$ cat config.mk
export PLATFORM = sky130hd
export DESIGN_NAME = mem_fill_ctrl
export DESIGN_NICKNAME = d
export VERILOG_FILES = /design/src/rtl/mem_fill_ctrl.sv
export SDC_FILE = /design/constraint.sdc
export NUM_CORES = 1
export LEC_CHECK = 0
export CAP_MARGIN = 25
export CELL_PAD_IN_SITES_DETAIL_PLACEMENT = 0
export CELL_PAD_IN_SITES_GLOBAL_PLACEMENT = 1
export CORE_MARGIN = 2
export CORE_UTILIZATION = 33
export CTS_CLUSTER_DIAMETER = 50
export DETAILED_ROUTE_END_ITERATION = 12
export PLACE_DENSITY = 0.91
export REMOVE_ABC_BUFFERS = 1
export SETUP_SLACK_MARGIN = 0.15
export SLEW_MARGIN = 20
export SYNTH_ARGS = -nofsm -noshare
export SYNTH_HDL_FRONTEND = slang
export SYNTH_SLANG_ARGS = --single-unit
export TNS_END_PERCENT = 100
$ cat constraint.sdc
create_clock -name clk -period 3 [get_ports clk]
set_input_delay 0.75 -clock clk [delete_from_list [all_inputs] [get_ports clk]]
set_output_delay 0.75 -clock clk [all_outputs]
set_load 0.01 [all_outputs]
$ cat src/rtl/mem_fill_ctrl.sv
// Write-side fill controller for a two-page item memory. Each start pulse closes the
// current page, reports how many items it holds, and opens the other page for filling.
module mem_fill_ctrl #(
    parameter int DATA_WIDTH = 36,
    parameter int ADDR_BITS  = 6
) (
    input  logic                  clk,
    input  logic                  reset,
    input  logic                  start,
    input  logic                  din_valid,
    input  logic [DATA_WIDTH-1:0] din,
    output logic                  wr_en,
    output logic [ADDR_BITS:0]    wr_addr,
    output logic [DATA_WIDTH-1:0] wr_dat,
    output logic [ADDR_BITS:0]    count_out,
    output logic                  count_page,
    output logic                  count_ready,
    output logic                  overflow
);

    typedef enum logic [1:0] {
        IDLE = 2'd0,
        FILL = 2'd1,
        FULL = 2'd2
    } state_t;

    localparam logic [ADDR_BITS:0] FULL_COUNT = {1'b1, {ADDR_BITS{1'b0}}};
    localparam logic [ADDR_BITS:0] ONE        = {{ADDR_BITS{1'b0}}, 1'b1};

    state_t                  state_q, state_d;
    logic                    page_q, page_d;
    logic [ADDR_BITS:0]      cnt_q, cnt_d;
    logic                    wr_en_q, wr_en_d;
    logic [ADDR_BITS:0]      wr_addr_q, wr_addr_d;
    logic [DATA_WIDTH-1:0]   wr_dat_q, wr_dat_d;
    logic [ADDR_BITS:0]      count_out_q, count_out_d;
    logic                    count_page_q, count_page_d;
    logic                    count_ready_q, count_ready_d;
    logic                    overflow_q, overflow_d;

    always_ff @(posedge clk or posedge reset) begin
        if (reset) begin
            state_q       <= IDLE;
            page_q        <= 1'b0;
            cnt_q         <= '0;
            wr_en_q       <= 1'b0;
            wr_addr_q     <= '0;
            wr_dat_q      <= '0;
            count_out_q   <= '0;
            count_page_q  <= 1'b0;
            count_ready_q <= 1'b0;
            overflow_q    <= 1'b0;
        end else begin
            state_q       <= state_d;
            page_q        <= page_d;
            cnt_q         <= cnt_d;
            wr_en_q       <= wr_en_d;
            wr_addr_q     <= wr_addr_d;
            wr_dat_q      <= wr_dat_d;
            count_out_q   <= count_out_d;
            count_page_q  <= count_page_d;
            count_ready_q <= count_ready_d;
            overflow_q    <= overflow_d;
        end
    end

    // A start while a page is open wins over the item: the closed page's count is taken
    // before the coincident item, which lands at entry 0 of the freshly opened page.
    always_comb begin
        state_d       = state_q;
        page_d        = page_q;
        cnt_d         = cnt_q;
        wr_en_d       = 1'b0;
        wr_addr_d     = wr_addr_q;
        wr_dat_d      = wr_dat_q;
        count_out_d   = count_out_q;
        count_page_d  = count_page_q;
        count_ready_d = 1'b0;
        overflow_d    = overflow_q;

        case (state_q)
            IDLE: begin
                if (start) begin
                    state_d    = FILL;
                    page_d     = 1'b0;
                    cnt_d      = '0;
                    overflow_d = 1'b0;
                end
            end
            FILL, FULL: begin
                if (start) begin
                    count_out_d   = cnt_q;
                    count_page_d  = page_q;
                    count_ready_d = 1'b1;
                    state_d       = FILL;
                    page_d        = ~page_q;
                    cnt_d         = '0;
                    overflow_d    = 1'b0;
                    if (din_valid) begin
                        wr_en_d   = 1'b1;
                        wr_addr_d = {~page_q, {ADDR_BITS{1'b0}}};
                        wr_dat_d  = din;
                        cnt_d     = ONE;
                    end
                end else if (din_valid) begin
                    if (state_q == FILL) begin
                        wr_en_d   = 1'b1;
                        wr_addr_d = {page_q, cnt_q[ADDR_BITS-1:0]};
                        wr_dat_d  = din;
                        cnt_d     = cnt_q + ONE;
                        if (cnt_d == FULL_COUNT) begin
                            state_d = FULL;
                        end
                    end else begin
                        overflow_d = 1'b1;
                    end
                end
            end
            default: begin
                state_d = IDLE;
            end
        endcase
    end

    assign wr_en       = wr_en_q;
    assign wr_addr     = wr_addr_q;
    assign wr_dat      = wr_dat_q;
    assign count_out   = count_out_q;
    assign count_page  = count_page_q;
    assign count_ready = count_ready_q;
    assign overflow    = overflow_q;

endmodule

**Word-level counts from Yosys, hierarchy flattened**

Cells that the tools add are included.

- Bits in latches: 0
- Memories: 0
- Memory bits (writable): 0
- Memory bits (read-only): 0
- Register bits after elaboration: 64
- Bits of input ports: 40
- Word-level logic and storage cells: 65

- Bitwise gates (word level): 1
- Mux-type cells: 34
- $add $sub $neg: 1
- Eq/ne operators: 9
- Divide/modulo/power cells: 0
- Reduce and logical (&&, ||, !) cells: 10
- Multipliers: 0
- $lt $le $gt $ge: 0
- Shifts and indexed selects: 0

Operators by type and width:

| cell | count |
|---|---|
| 36-bit two-way mux | 4 |
| 7-bit two-way mux | 8 |
| 7-bit case mux with 2 select lines | 1 |
| 1-bit two-way mux | 13 |
| 3-bit != test, second input constant | 4 |
| 4-bit AND reduction | 3 |
| 2-bit two-way mux | 5 |
| 7-bit by 1-bit adder with 7-bit output, second input constant | 1 |
| 7-bit equality test, second input constant | 1 |
| 3-bit AND reduction | 2 |
| 2-bit != test, second input constant | 2 |
| 1-bit case mux with 2 select lines | 2 |
| 2-bit case mux with 2 select lines | 1 |
| 2-bit nonzero test | 2 |
| 2-bit by 1-bit equality test with 1-bit output, second input constant | 1 |
| 2-bit equality test, second input constant | 1 |
| 2-bit logical NOT | 1 |
| 2-bit AND reduction | 1 |
| 2-bit OR reduction | 1 |
| 1-bit inverter | 1 |

**Longest topological paths before layout**

- Word-level depth: 7
- Depth in mapped cells: 8
- Depth with buffers taken out: 6

**Worst setup path after synthesis**

OpenSTA, ideal clock, no wires.

- Kind: input to register
- Start: in start
- End: reg cnt_q[2]
- Cell stages on the path: 6
- Arrival time: 1.677 ns
- Setup time: 0.133 ns
- Slack: 1.190 ns
- Data required time: 2.867 ns
- Cells stage by stage: buf_2 > clkinv_1 > a21o_1 > clkbuf_1 > o21ai_0 > o31ai_1

- Longest elaborated chain between the ends: 2
- Elaborated cells between the ends (all ways): 6
- Classes of those cells: eq/ne: 3; mux: 2; reduce/logical: 1

RTL lines:

| element | RTL line | source |
|---|---|---|
| from (decl) | 9 | `input logic start,` |
| 3-bit != test (no line) (tied with other cells) | n/a |  |
| 4-bit AND reduction (no line) or 7-bit case mux with 2 select lines (tied branches) | n/a |  |
| to (signal assigned) | 56 | `cnt_q <= cnt_d;` |
| to (decl) | 32 | `logic [ADDR_BITS:0] cnt_q, cnt_d;` |

Several ways; a longest one is shown, not always the timed one.
A chain may end at the register's enable or synchronous reset.

**Worst setup path in the final report**

- Start: in start
- End: reg wr_addr_q[4], in the netlist wr_addr[4]

- Longest elaborated chain between the ends: 2
- Elaborated cells between the ends (all ways): 3
- Classes of those cells: mux: 1; reduce/logical: 2

RTL lines:

| element | RTL line | source |
|---|---|---|
| 2-bit nonzero test (no line) | n/a |  |
| 3-bit AND reduction (no line) | n/a |  |
| to (signal assigned) | 58 | `wr_addr_q <= wr_addr_d;` |
| to (decl) | 34 | `logic [ADDR_BITS:0] wr_addr_q, wr_addr_d;` |

Several ways; a longest one is shown, not always the timed one.

==> results.json <==
{
  "drive_above_1_share_pct": 7.67,
  "synth_ff_type": "dfrtp_1",
  "finClkSkew_ns": 0.00440,
  "numCtsBuffers": 9,
  "hold_slack_ns": 0.476,
  "post_dp_cell_area_sq_um": 3680,
  "async_reset_ff_share_pct": 100,
  "relSlewSlack_pct": 59.8,
  "cp_slowest_cell": "clkdlybuf4s50_1",
  "fillerInstances": 717,
  "ctsResizeCount": 0,
  "n_antenna_cell": 0,
  "coreArea_sq_um": 7770,
  "yosysSeqAreaShare_pct": 60.3,
  "yosysTopAreaCell": "dfrtp_1",
  "avgViaCountPerCell": 4.64,
  "swShare_pct": 29.7,
  "port_buffers": 93,
  "timing.final.ws_setup_ns": 0.876,
  "initial_utilization_pct": 34.2,
  "p_sw_mw": 0.688,
  "stdcell_area_sq_um": 3850,
  "globalplace.congestion": 0.766,
  "synthTopCellsByArea": "dfrtp_1 60%, nand2_1 18%, mux2_2 3.4%",
  "antenna_found_initial": 0,
  "synthCells": 281,
  "rsz0062_at_grt": "no",
  "required_ns": 3.20,
  "postRouteAntennaNets": 0,
  "worstMarginPinSlew_ns": 0.602,
  "grt_start_max_net_pins": 51,
  "fin_util_pct": 49.6,
  "nets": 417,
  "setup_viol": 0,
  "pin_count": 94,
  "pwr-share-clk_pct": 27.9,
  "criticalPathCategory": "in -> reg",
  "die_area_sq_um": 8780,
  "p_int_mw": 1.63,
  "grt_use_total_pct": 15.6,
  "hold_buffers": 0,
  "critical_path.cell_chain": "clkdlybuf4s50_1 -> o211ai_1 -> buf_4 -> o21ai_0",
  "dieHeight_um": 93.7,
  "hold_viol_final": 0,
  "dp_hpwl_um": 4580,
  "row_count": 32,
  "drt_wl_total_um": 6540,
  "clk_latency_ns": 0.34,
  "power.density_nw_per_um2": 601,
  "post_cts_buffers": 0,
  "fmax_mhz": 471,
  "cap_violations": 0,
  "min_path_type": "reg -> reg",
  "yosysMostFrequentCell": "nand2_1",
  "synth_edf_count": 0,
  "avgSynthCellArea_sq_um": 9.45,
  "grt_pass1_vias": 2152,
  "synth_commonest_cells": "127 x nand2_1, 64 x dfrtp_1, 16 x o21ai_0",
  "clk_pin_slew_ns": 0.07,
  "path_max_fanout": 50,
  "cts_root_buf": "clkbuf_8",
  "finalCriticalPeriod_ns": 2.12,
  "drt-initial-drc-count": 100,
  "cts.path.max_buffers": 2,
  "cp.arrival_ns": 2.32,
  "fin_crit_sh_pct": 70.8,
  "wl_per_cell_um": 13.6,
  "dpl_worst_slack_ns": 0.486,
  "cts.sinks": 64,
  "combPwrFrac_pct": 25.2,
  "outcome": "finished, final reports clean",
  "netlist_area_sq_um": 2660,
  "yosysTopAreaCellShare_pct": 60.3,
  "drtPass1Iterations": 4,
  "start_kind": "primary input",
  "peakVddDrop_mv": 0.218,
  "grt_pass1_wl_um": 10500,
  "finalMaxSlewViolations": 0,
  "cts_tree": "done",
  "ys_ff_latch": 64,
  "cts_htree_levels": 3,
  "syn2layout_area_growth_pct": 45.1,
  "ys_types": 32,
  "via_count": 2227,
  "yosysWarnings": 0,
  "drc": 0,
  "end_kind": "flip-flop",
  "grt_overflow_total": 0,
  "max_stage_delay_ns": 0.58,
  "sequentialPowerShare_pct": 46.9,
  "leakage_nw": 1.81,
  "die_x_um": 93.7
}
-- power by group through the flow --
| stage | Combinational, mW | Clock (mW) | Sequential, mW |
|---|---|---|---|
| floorplan | 0.192 | 0 | 1.14 |
| global placement | 0.580 | 0 | 1.10 |
| detailed placement | 0.590 | 0 | 1.10 |
| CTS | 0.593 | 0.671 | 1.09 |
| global route | 0.644 | 0.711 | 1.11 |
| finish | 0.583 | 0.646 | 1.09 |
-- cells by family (layout without fill, tap and decap cells) --
group / after synthesis / in the layout / share of synthesized area [%]
compound gates: 31 / 31 / 6.93
xor+xnor: 2 / 2 / 0.660
fa+ha+maj: 4 / 4 / 1.89
buf+inv: 21 / 118 / 3.49
flops: 64 / 64 / 60.3
mux: 9 / 9 / 3.77
simple gates: 150 / 150 / 22.9
-- critical path, delay by kind of cell --
family	cells	cell delay (ns)
buffers and inverters	2	1.05
AO/OA/AOI/OAI	2	0.50
-- worst paths after layout --
check | slack (ns) | cells past startpoint | to | from
setup / recovery | 0.88 | 4 | wr_addr[4] | start
hold / removal | 0.48 | 2 | wr_dat[2] | wr_dat[2]
setup reg to reg | 1.18 | 5 | wr_addr[4] | state_q[0]
hold reg to reg | 0.48 | 2 | wr_dat[2] | wr_dat[2]
max in group asynchronous | 1.73 | 3 | cnt_q[6] | reset
min in group asynchronous | 0.70 | 2 | wr_dat[19] | reset
-- through the flow --
step	TNS, ns	total power [mW]	cells
after floorplan	-20.06	1.33	266
after global placement	0	1.68	464
after detailed placement	0	1.69	464
after CTS	0	2.35	480
after global routing	0	2.46	480
final	0	2.32	480
-- layer usage --
layer,GRT usage [%],routed length (um),up-vias
li1,-,-,1090
met1,20.7,3040,1046
met2,23.3,2770,83
met3,5.78,630,8
met4,6.16,105,0
met5,0,0,-
-- cell usage in the layout, fill, tap and decap left out, types with 2 or more instances in the layout --
cell	Yosys	routed
and3_1	3	3
o21ai_0	16	16
buf_4	0	2
ha_1	4	4
clkdlybuf4s50_1	0	93
mux2_2	8	8
nand2b_1	3	3
inv_1	4	3
a21oi_1	2	2
nand3_1	5	5
clkinvlp_4	0	2
clkbuf_8	0	10
nand2_1	127	127
o31ai_1	5	5
clkinv_2	0	4
nand3b_1	2	2
o21ai_1	2	2
nor2_1	4	4
nor3_1	3	3
dfrtp_1	64	64
inv_2	1	2
-- flip-flops by register name, summed over array words and instances (netlist names) --
| signal | cells |
|---|---|
| wr_addr | 7 |
| overflow | 1 |
| wr_dat | 36 |
| count_page | 1 |
| state_q | 2 |
| count_out | 7 |
| page_q | 1 |
| cnt_q | 7 |
| count_ready | 1 |
| wr_en | 1 |
-- cell type report --
cell class | count | area [sq um] | share of cell area (%)
multi-input combinational | 196 | 961 | 25.0
timing repair buffer | 96 | 966 | 25.1
inverter | 6 | 22.5 | 0.585
tap | 102 | 128 | 3.31
clock inverter | 6 | 35.0 | 0.910
clock buffer | 10 | 138 | 3.57
sequential | 64 | 1600 | 41.6
No activity file was read; power rests on OpenSTA's default activity.
